**config.mk**
```make
export PLATFORM = sky130hd
export DESIGN_NAME = arbitro_entrada_registrador
export DESIGN_NICKNAME = d
export VERILOG_FILES = /design/src/rtl/arbitro_entrada_registrador.sv
export SDC_FILE = /design/constraint.sdc
export NUM_CORES = 1
export LEC_CHECK = 0
export CAP_MARGIN = 25
export CORE_MARGIN = 2
export CORE_UTILIZATION = 35
export DETAILED_ROUTE_END_ITERATION = 7
export PLACE_DENSITY = 0.81
export SLEW_MARGIN = 20
export SYNTH_ARGS = -nofsm -noshare
export SYNTH_HDL_FRONTEND = slang
export SYNTH_SLANG_ARGS = --single-unit
```
**constraint.sdc**
```tcl
create_clock -name clock -period 3.8 [get_ports clock]
set_input_delay 0.57 -clock clock [delete_from_list [all_inputs] [get_ports clock]]
set_output_delay 0.57 -clock clock [all_outputs]
set_load 0.01 [all_outputs]
```
**src/rtl/arbitro_entrada_registrador.sv**
```systemverilog
// arbitro_entrada_registrador: N-channel write arbiter feeding one registered register-file write port.
// Define ARBITRO_ROUND_ROBIN_EN for round-robin selection; otherwise the lowest valid index wins.
module arbitro_entrada_registrador #(
   parameter int NUM_CANAIS   = 2,
   parameter int LARGURA_END  = 5,
   parameter int LARGURA_DADO = 32,
   localparam int LC = (NUM_CANAIS > 1) ? $clog2(NUM_CANAIS) : 1
) (
   input  logic                               clock,
   input  logic                               reset,
   input  logic [NUM_CANAIS-1:0]              req_valido,
   input  logic [NUM_CANAIS*LARGURA_END-1:0]  req_end,
   input  logic [NUM_CANAIS*LARGURA_DADO-1:0] req_dado,
   output logic [NUM_CANAIS-1:0]              req_pronto,
   output logic                               escrita_valida,
   input  logic                               escrita_pronto,
   output logic [LARGURA_END-1:0]             escrita_end,
   output logic [LARGURA_DADO-1:0]            escrita_dado,
   output logic [LC-1:0]                      escrita_canal
);
   logic                    carga, achou, transf;
   logic [LC-1:0]           sel;
   logic [LARGURA_END-1:0]  end_sel;
   logic [LARGURA_DADO-1:0] dado_sel;
   logic                    valida_q, valida_d;
   logic [LARGURA_END-1:0]  end_q, end_d;
   logic [LARGURA_DADO-1:0] dado_q, dado_d;
   logic [LC-1:0]           canal_q, canal_d;
   assign carga  = !valida_q || escrita_pronto;
   assign transf = carga && achou;
`ifdef ARBITRO_ROUND_ROBIN_EN
   logic [LC-1:0] ptr_q, ptr_d;
   // search starts one past the last granted channel and wraps
   always_comb begin
      sel   = '0;
      achou = 1'b0;
      for (int k = 1; k <= NUM_CANAIS; k++) begin
         if (!achou && req_valido[(int'(ptr_q) + k) % NUM_CANAIS]) begin
            achou = 1'b1;
            sel   = LC'((int'(ptr_q) + k) % NUM_CANAIS);
         end
      end
      ptr_d = transf ? sel : ptr_q;
   end
   always_ff @(posedge clock or posedge reset) begin
      if (reset) ptr_q <= LC'(NUM_CANAIS - 1);
      else       ptr_q <= ptr_d;
   end
`else
   always_comb begin
      sel   = '0;
      achou = 1'b0;
      for (int k = NUM_CANAIS - 1; k >= 0; k--) begin
         if (req_valido[k]) begin
            achou = 1'b1;
            sel   = LC'(k);
         end
      end
   end
`endif
   assign end_sel  = req_end[int'(sel)*LARGURA_END +: LARGURA_END];
   assign dado_sel = req_dado[int'(sel)*LARGURA_DADO +: LARGURA_DADO];
   always_comb begin
      valida_d   = carga ? achou : valida_q;
      end_d      = transf ? end_sel : end_q;
      dado_d     = transf ? dado_sel : dado_q;
      canal_d    = transf ? sel : canal_q;
      req_pronto = (transf && !reset) ? (NUM_CANAIS'(1) << sel) : '0;
   end
   always_ff @(posedge clock or posedge reset) begin
      if (reset) begin
         valida_q <= 1'b0;
         end_q    <= '0;
         dado_q   <= '0;
         canal_q  <= '0;
      end else begin
         valida_q <= valida_d;
         end_q    <= end_d;
         dado_q   <= dado_d;
         canal_q  <= canal_d;
      end
   end
   assign escrita_valida = valida_q;
   assign escrita_end    = end_q;
   assign escrita_dado   = dado_q;
   assign escrita_canal  = canal_q;
endmodule

```
==> results of run 1 <==
[where the power goes]
group | internal, mW | switching, mW
sequential | 0.482 | 0.0381
clock | 0.122 | 0.127
combinational | 0.329 | 0.144
total | 0.933 | 0.309
[layer usage]
metal,global-route usage (%),vias up
met1,16.0,740
met5,0,-
li1,-,703
met4,3.90,0
met3,4.38,6
met2,26.1,64
[worst max-delay path by stage]
stage                        start  slack [ns]            end  cells past startpoint
floorplan                    reset        1.49  req_pronto[0]                      2
global placement    escrita_pronto        1.26  req_pronto[1]                      4
detailed placement  escrita_pronto        1.21  req_pronto[1]                      4
CTS                 escrita_pronto        1.19  req_pronto[1]                      4
global route        escrita_pronto        1.12  req_pronto[0]                      4
finish              escrita_pronto        1.22  req_pronto[0]                      4
[registers in the layout (all words and copies together), names as in the netlist]
name and flops:
escrita_end 5, escrita_valida 1, escrita_canal 1, escrita_dado 32
[per-stage QoR]
stage	area, µm²	total power [mW]	worst slack, ns
final	3540	1.24	1.22
after global routing	3540	1.31	1.12
after CTS	3540	1.26	1.19
after detailed placement	3470	1.01	1.21
after global placement	3470	0.994	1.26
after floorplan	2290	0.767	1.49
[synth_stat cells]
cell type,number
sky130_fd_sc_hd__mux2_4,74
sky130_fd_sc_hd__dfrtp_1,39
sky130_fd_sc_hd__buf_6,5
sky130_fd_sc_hd__buf_12,3
sky130_fd_sc_hd__a21oi_1,2
sky130_fd_sc_hd__and3_1,1
sky130_fd_sc_hd__inv_1,1
sky130_fd_sc_hd__nand2_1,1
sky130_fd_sc_hd__nand2b_1,1
sky130_fd_sc_hd__nor2_4,1
sky130_fd_sc_hd__nor2_8,1
sky130_fd_sc_hd__nor2b_4,1
sky130_fd_sc_hd__nor4b_1,1
[logic make-up after synthesis]
group | after synthesis | synth area share (%)
flops | 39 | 42.7
simple gates | 7 | 3.06
mux | 74 | 48.6
buf+inv | 9 | 5.25
compound gates | 2 | 0.438
[worst register-to-register path: cells and delay by family, from the launching register on]
kind / cells / cell delay [ns]
multiplexers: 1 / 0.39
flip-flops: 1 / 0.41
AND/OR/NAND/NOR: 2 / 0.85
[cell type report]
class / count / share of cell area, %
repair buffers: 121 / 33.9
clock buffers: 6 / 2.05
well taps: 77 / 2.72
multi-input cells: 83 / 33.6
inverters: 1 / 0.106
flip-flops and latches: 39 / 27.6
==> run summary, run 1 <==
RUN STATUS
--------------------------------------------------------------------------------------------------------
Result of the run ......................................................................... finished, final reports clean

FINAL LAYOUT
--------------------------------------------------------------------------------------------------------
Ant diodes ................................................................................            0
Commonest cells after routing, fill and taps aside ........................................ 118 x sky130_fd_sc_hd__clkdlybuf4s50_1, 74 x sky130_fd_sc_hd__mux2_4, 39 x sky130_fd_sc_hd__dfrtp_1
Final cell utilization of the core ........................................................        55.8%
Fraction of layout instances using a drive strength above 1 ...............................        34.0%
Most frequent standard cell in the layout excluding fill and tap cells .................... sky130_fd_sc_hd__clkdlybuf4s50_1
Combined flip-flop and latch cell area ....................................................      976 µm²
Count of nets after finishing .............................................................          330
Combined area of the multi-input logic cells ..............................................     1190 µm²
Filler cells ..............................................................................          523
Filler-free cell count of the finished design .............................................          327
Layout overhead on the synthesized area ...................................................        54.8%

PLACED DESIGN
--------------------------------------------------------------------------------------------------------
Number of cells after detailed placement ..................................................          321
Weighted congestion at the end of routability-driven global placement .....................        0.661
Placed wire-length estimate after detailed placement ......................................      3740 µm
Port buffer count .........................................................................          119

HOLD PATH
--------------------------------------------------------------------------------------------------------
Hold worst-path end ....................................................................... escrita_dado[7]
Worst Hold Depth ..........................................................................            1
Hold Path Origin .......................................................................... escrita_dado[7]
Worst hold path class ..................................................................... flip-flop to flip-flop

LOGIC SYNTHESIS
--------------------------------------------------------------------------------------------------------
Area share of the largest cell type after synthesis .......................................        48.6%
Top cell type by total area after synthesis ............................................... sky130_fd_sc_hd__mux2_4
Number of distinct library cell variants in the gate-level netlist after synthesis ........           13
Fraction of the yosys area taken by sequential cells ......................................        42.7%
Synth warnings ............................................................................            0
Post-synthesis instance total .............................................................          131
Yosys reg bits ............................................................................           39
Area of the mapped netlist ................................................................     2290 µm²
Post-synthesis net count ..................................................................          210
Mapped Avg Cell Area ......................................................................     17.5 µm²
Most area-consuming cells after synthesis ................................................. sky130_fd_sc_hd__mux2_4 49%, sky130_fd_sc_hd__dfrtp_1 43%, sky130_fd_sc_hd__buf_12 2.6%, sky130_fd_sc_hd__buf_6 2.5%, sky130_fd_sc_hd__nor2_8 0.88%

DETAILED ROUTING
--------------------------------------------------------------------------------------------------------
Via count .................................................................................        1,513
Detailed-route DRC error count ............................................................            0
DRT iter0 DRCs ............................................................................           25
Detail-routed via count per cell ..........................................................         4.63
Met2 WL post-DR ...........................................................................      2630 µm
Max Used Layer ............................................................................         met4
Aggregate routed wire length ..............................................................      4990 µm
Wire per inst .............................................................................      15.3 µm
Routed wire length on met3 ................................................................       356 µm
Post-Route M1 WL ..........................................................................      1970 µm
ANT nets after route ......................................................................            0
First-pass DRT Iterations .................................................................            3

WORST SETUP PATH
--------------------------------------------------------------------------------------------------------
Highest fanout seen on the critical path ..................................................            4
Sort of element at the end of the critical path ........................................... primary output
Maximum single-stage delay on the critical path ...........................................      0.56 ns
Number of cell instances on the worst register-to-register path ...........................            3
Cell type of the slowest stage on the worst timing path ................................... sky130_fd_sc_hd__clkdlybuf4s50_1
Class of the most critical setup path ..................................................... primary input to primary output
Start of the worst register-to-register path .............................................. escrita_valida
Largest delay share family, worst path .................................................... buffers and inverters
CP dominant cell by count ................................................................. sky130_fd_sc_hd__clkdlybuf4s50_1
Crit path buffers/inverters ...............................................................            2
Reg2Reg Capture Point ..................................................................... escrita_dado[26]
Series of cell instances along the critical path .......................................... clkdlybuf4s50_1 > nand2b_1 > and3_1 > clkdlybuf4s50_1
Type of element launching the critical path ............................................... primary input
CP arrival ................................................................................      2.01 ns
Reg2Reg Setup Slack .......................................................................      2.04 ns
Required time at the worst-slack endpoint .................................................      3.23 ns

GLOBAL ROUTING
--------------------------------------------------------------------------------------------------------
Via count of the first global-routing pass ................................................        1,731
Global Route Usage Sum ....................................................................        14.2%
Maximum number of pins on one net before global-route repair ..............................           40
Wire length of the first global-routing pass ..............................................      8170 µm
Initial antenna violation count ...........................................................            0
Sum of overflow across all layers after global routing ....................................            0

CLOCK TREE
--------------------------------------------------------------------------------------------------------
# hold bufs at CTS ........................................................................            0
Number of levels in the clock H-tree ......................................................            2
Post-cts repair resize count ..............................................................            0
Insertion delay of the later-clocked pin in the worst-skew pair ...........................      0.28 ns
CTS tree ..................................................................................          yes
Count of clock tree sinks .................................................................           39
Worst-case clock buffer depth .............................................................            2
Post-CTS clock slew at the launch and capture registers of the worst setup and hold paths .      0.07 ns
Post CTS Setup Buffer Count ...............................................................            0
Number of buffers inserted during clock tree synthesis ....................................            5
Clock Root Buffer ......................................................................... sky130_fd_sc_hd__clkbuf_8

TIMING
--------------------------------------------------------------------------------------------------------
Number of hold violations in the final report .............................................            0
Rel. slew slack ...........................................................................        41.2%
Transition time at the pin with the least slew margin .....................................     0.881 ns
Setup repair after global routing missed its margin .......................................           no
Setup TNS after final layout ..............................................................         0 ns
Fin Clk Skew ..............................................................................   0.00259 ns
Worst hold margin .........................................................................     0.509 ns
Final Critical Period .....................................................................      2.58 ns
Max Clk Rate ..............................................................................      387 MHz
Final count of negative-setup-slack endpoints .............................................            0
Max Slew Vio Count ........................................................................            0
Tcrit/Tclk final ..........................................................................        67.9%

FLOORPLAN
--------------------------------------------------------------------------------------------------------
Die Y-Extent ..............................................................................      84.8 µm
Standard-cell row count ...................................................................           29
Die Footprint .............................................................................     7200 µm²
Top-level port count ......................................................................          120
Area of the core region ...................................................................     6350 µm²
Effective utilization at floorplan ........................................................        36.0%
X dimension of the die ....................................................................      84.8 µm

POWER
--------------------------------------------------------------------------------------------------------
Power per cell area .......................................................................   351 nW/µm²
Peak supply drop ..........................................................................     0.179 mV
Pleak .....................................................................................      1.60 nW

JOB
--------------------------------------------------------------------------------------------------------
Number of max-capacitance violations reported .............................................            0

No activity file was read; power rests on OpenSTA's default activity.
==> inputs of run 2 (changes only) <==
--- a/config.mk
+++ b/config.mk
@@ -9,7 +9,7 @@
 export CORE_MARGIN = 2
 export CORE_UTILIZATION = 35
 export DETAILED_ROUTE_END_ITERATION = 7
-export PLACE_DENSITY = 0.81
+export PLACE_DENSITY = 0.83
 export SLEW_MARGIN = 20
 export SYNTH_ARGS = -nofsm -noshare
 export SYNTH_HDL_FRONTEND = slang
==> constraint.sdc (replaced) <==
create_clock -name clock -period 2.2 [get_ports clock]
set_input_delay 0.33 -clock clock [delete_from_list [all_inputs] [get_ports clock]]
set_output_delay 0.33 -clock clock [all_outputs]
set_load 0.01 [all_outputs]
==> run summary, run 2 (synthesis gave the netlist of run 1 again) <==
RUN STATUS
--------------------------------------------------------------------------------------------------------
Result of the run ......................................................................... finished, final reports clean

JOB
--------------------------------------------------------------------------------------------------------
Number of max-capacitance violations reported .............................................            0

TIMING
--------------------------------------------------------------------------------------------------------
Tcrit/Tclk final ..........................................................................        95.4%
Transition time at the pin with the least slew margin .....................................     0.491 ns
Max Slew Vio Count ........................................................................            0
Max Clk Rate ..............................................................................      476 MHz
Fin Clk Skew ..............................................................................   0.00337 ns
Setup repair after global routing missed its margin .......................................           no
Setup TNS after final layout ..............................................................         0 ns
Number of hold violations in the final report .............................................            0
Final Critical Period .....................................................................      2.10 ns
Rel. slew slack ...........................................................................        67.3%
Final count of negative-setup-slack endpoints .............................................            0

FINAL LAYOUT
--------------------------------------------------------------------------------------------------------
Filler-free cell count of the finished design .............................................          332
Layout overhead on the synthesized area ...................................................        57.5%
Commonest cells after routing, fill and taps aside ........................................ 118 x sky130_fd_sc_hd__clkdlybuf4s50_1, 74 x sky130_fd_sc_hd__mux2_4, 39 x sky130_fd_sc_hd__dfrtp_1
Ant diodes ................................................................................            0
Most frequent standard cell in the layout excluding fill and tap cells .................... sky130_fd_sc_hd__clkdlybuf4s50_1
Number of flip-flops in the largest register ..............................................           32
Fraction of layout instances using a drive strength above 1 ...............................        35.3%
Count of nets after finishing .............................................................          333

CLOCK TREE
--------------------------------------------------------------------------------------------------------
Count of clock tree sinks .................................................................           39
# hold bufs at CTS ........................................................................            0
Post CTS Setup Buffer Count ...............................................................            0
Post-cts repair resize count ..............................................................            0
Number of buffers inserted during clock tree synthesis ....................................            5
Worst-case clock buffer depth .............................................................            2
CTS tree ..................................................................................          yes
Insertion delay of the later-clocked pin in the worst-skew pair ...........................      0.28 ns
Clock Root Buffer ......................................................................... sky130_fd_sc_hd__clkbuf_8
Post-CTS clock slew at the launch and capture registers of the worst setup and hold paths .      0.07 ns
Number of levels in the clock H-tree ......................................................            2

FLOORPLAN
--------------------------------------------------------------------------------------------------------
Standard-cell row count ...................................................................           29
Die Footprint .............................................................................     7200 µm²
Die Y-Extent ..............................................................................      84.8 µm
Effective utilization at floorplan ........................................................        36.0%
Area of the core region ...................................................................     6350 µm²
Top-level port count ......................................................................          120
X dimension of the die ....................................................................      84.8 µm

DETAILED ROUTING
--------------------------------------------------------------------------------------------------------
ANT nets after route ......................................................................            0
Detail-routed via count per cell ..........................................................         4.58
Wire per inst .............................................................................      14.9 µm
First-pass DRT Iterations .................................................................            4
Aggregate routed wire length ..............................................................      4950 µm
DRT iter0 DRCs ............................................................................           45
Via count .................................................................................        1,521
Detailed-route DRC error count ............................................................            0

GLOBAL ROUTING
--------------------------------------------------------------------------------------------------------
Wire length of the first global-routing pass ..............................................      8200 µm
Via count of the first global-routing pass ................................................        1,713
Initial antenna violation count ...........................................................            0
Sum of overflow across all layers after global routing ....................................            0
Global Route Usage Sum ....................................................................        14.2%
Maximum number of pins on one net before global-route repair ..............................           40

PLACED DESIGN
--------------------------------------------------------------------------------------------------------
Weighted congestion at the end of routability-driven global placement .....................        0.662
Port buffer count .........................................................................          119
Placed wire-length estimate after detailed placement ......................................      3760 µm
Number of cells after detailed placement ..................................................          324

WORST SETUP PATH
--------------------------------------------------------------------------------------------------------
Cell type of the slowest stage on the worst timing path ................................... sky130_fd_sc_hd__clkdlybuf4s50_1
Type of element launching the critical path ............................................... primary input
CP arrival ................................................................................      1.77 ns
Class of the most critical setup path ..................................................... primary input to primary output
Maximum single-stage delay on the critical path ...........................................      0.59 ns
Sort of element at the end of the critical path ........................................... primary output
Highest fanout seen on the critical path ..................................................            2
CP dominant cell by count ................................................................. sky130_fd_sc_hd__clkdlybuf4s50_1
Required time at the worst-slack endpoint .................................................      1.87 ns
Series of cell instances along the critical path .......................................... clkdlybuf4s50_1 > nor2b_4 > nor4b_1 > clkdlybuf4s50_1

POWER
--------------------------------------------------------------------------------------------------------
Pleak .....................................................................................      1.64 nW
Peak supply drop ..........................................................................     0.330 mV
Power per cell area .......................................................................   621 nW/µm²

HOLD PATH
--------------------------------------------------------------------------------------------------------
Worst hold path class ..................................................................... flip-flop to flip-flop

## run 2: changes by cell type in the layout (fill, tap and decap cells not counted)
cell / previous run / this run
sky130_fd_sc_hd__buf_4: 2 / 4
sky130_fd_sc_hd__clkbuf_8: 5 / 7
sky130_fd_sc_hd__buf_12: 0 / 1
## run 2: area by class of cell
| type | instances | area, µm² |
|---|---|---|
| Multi-Input combinational cell | 83 | 1190 |
| Tap cell | 77 | 96.3 |
| Timing Repair Buffer | 124 | 1240 |
| Fill cell | 513 | 2750 |
| Inverter | 1 | 3.75 |
| Clock buffer | 8 | 100 |
| Sequential cell | 39 | 976 |
## run 2: power breakdown
group / switching (mW) / internal [mW] / total, mW
Sequential: 0.0665 / 0.833 / 0.899
Clock: 0.233 / 0.286 / 0.520
Combinational: 0.246 / 0.573 / 0.819
Total: 0.546 / 1.69 / 2.24
## run 2: worst paths after layout
check,startpoint,endpoint,slack [ns],depth (start not counted)
worst max-delay path,escrita_pronto,req_pronto[1],0.10,4
worst min-delay path,escrita_dado[23],escrita_dado[23],0.51,1
worst min register to register,escrita_dado[23],escrita_dado[23],0.51,1
min in group asynchronous,reset,escrita_canal,0.53,3
worst max register to register,escrita_valida,escrita_dado[1],0.78,4
max in group asynchronous,reset,escrita_dado[22],1.34,3
## run 2: critical path, delay by kind of cell
kind                   cells  cell delay [ns]
buffers and inverters      2             1.11
AND/OR/NAND/NOR            2             0.33
## run 2: stage by stage
stage          setup slack, ns  total power [mW]  hold slack, ns  utilization (%)  cell area (µm²)
2_1_floorplan            0.375              1.32           0.451                -             2290
3_3_place_gp             0.130              1.72           0.493             55.2             3500
3_5_place_dp            0.0960              1.74           0.494             55.2             3500
4_1_cts                 0.0791              2.28           0.517             56.7             3600
5_1_grt                 0.0440              2.36           0.534             56.7             3600
6_report                 0.100              2.24           0.511             56.7             3600
## run 2: per-layer routing
metal / GRT usage [%] / share of wire, % / wire length, µm / vias to the layer above
met5: 0 / 0 / 0 / -
met4: 3.46 / 0.38 / 19 / 0
met3: 4.09 / 5.8 / 285 / 2
met2: 25.5 / 54 / 2660 / 58
met1: 16.7 / 40 / 1980 / 753
li1: - / - / - / 708
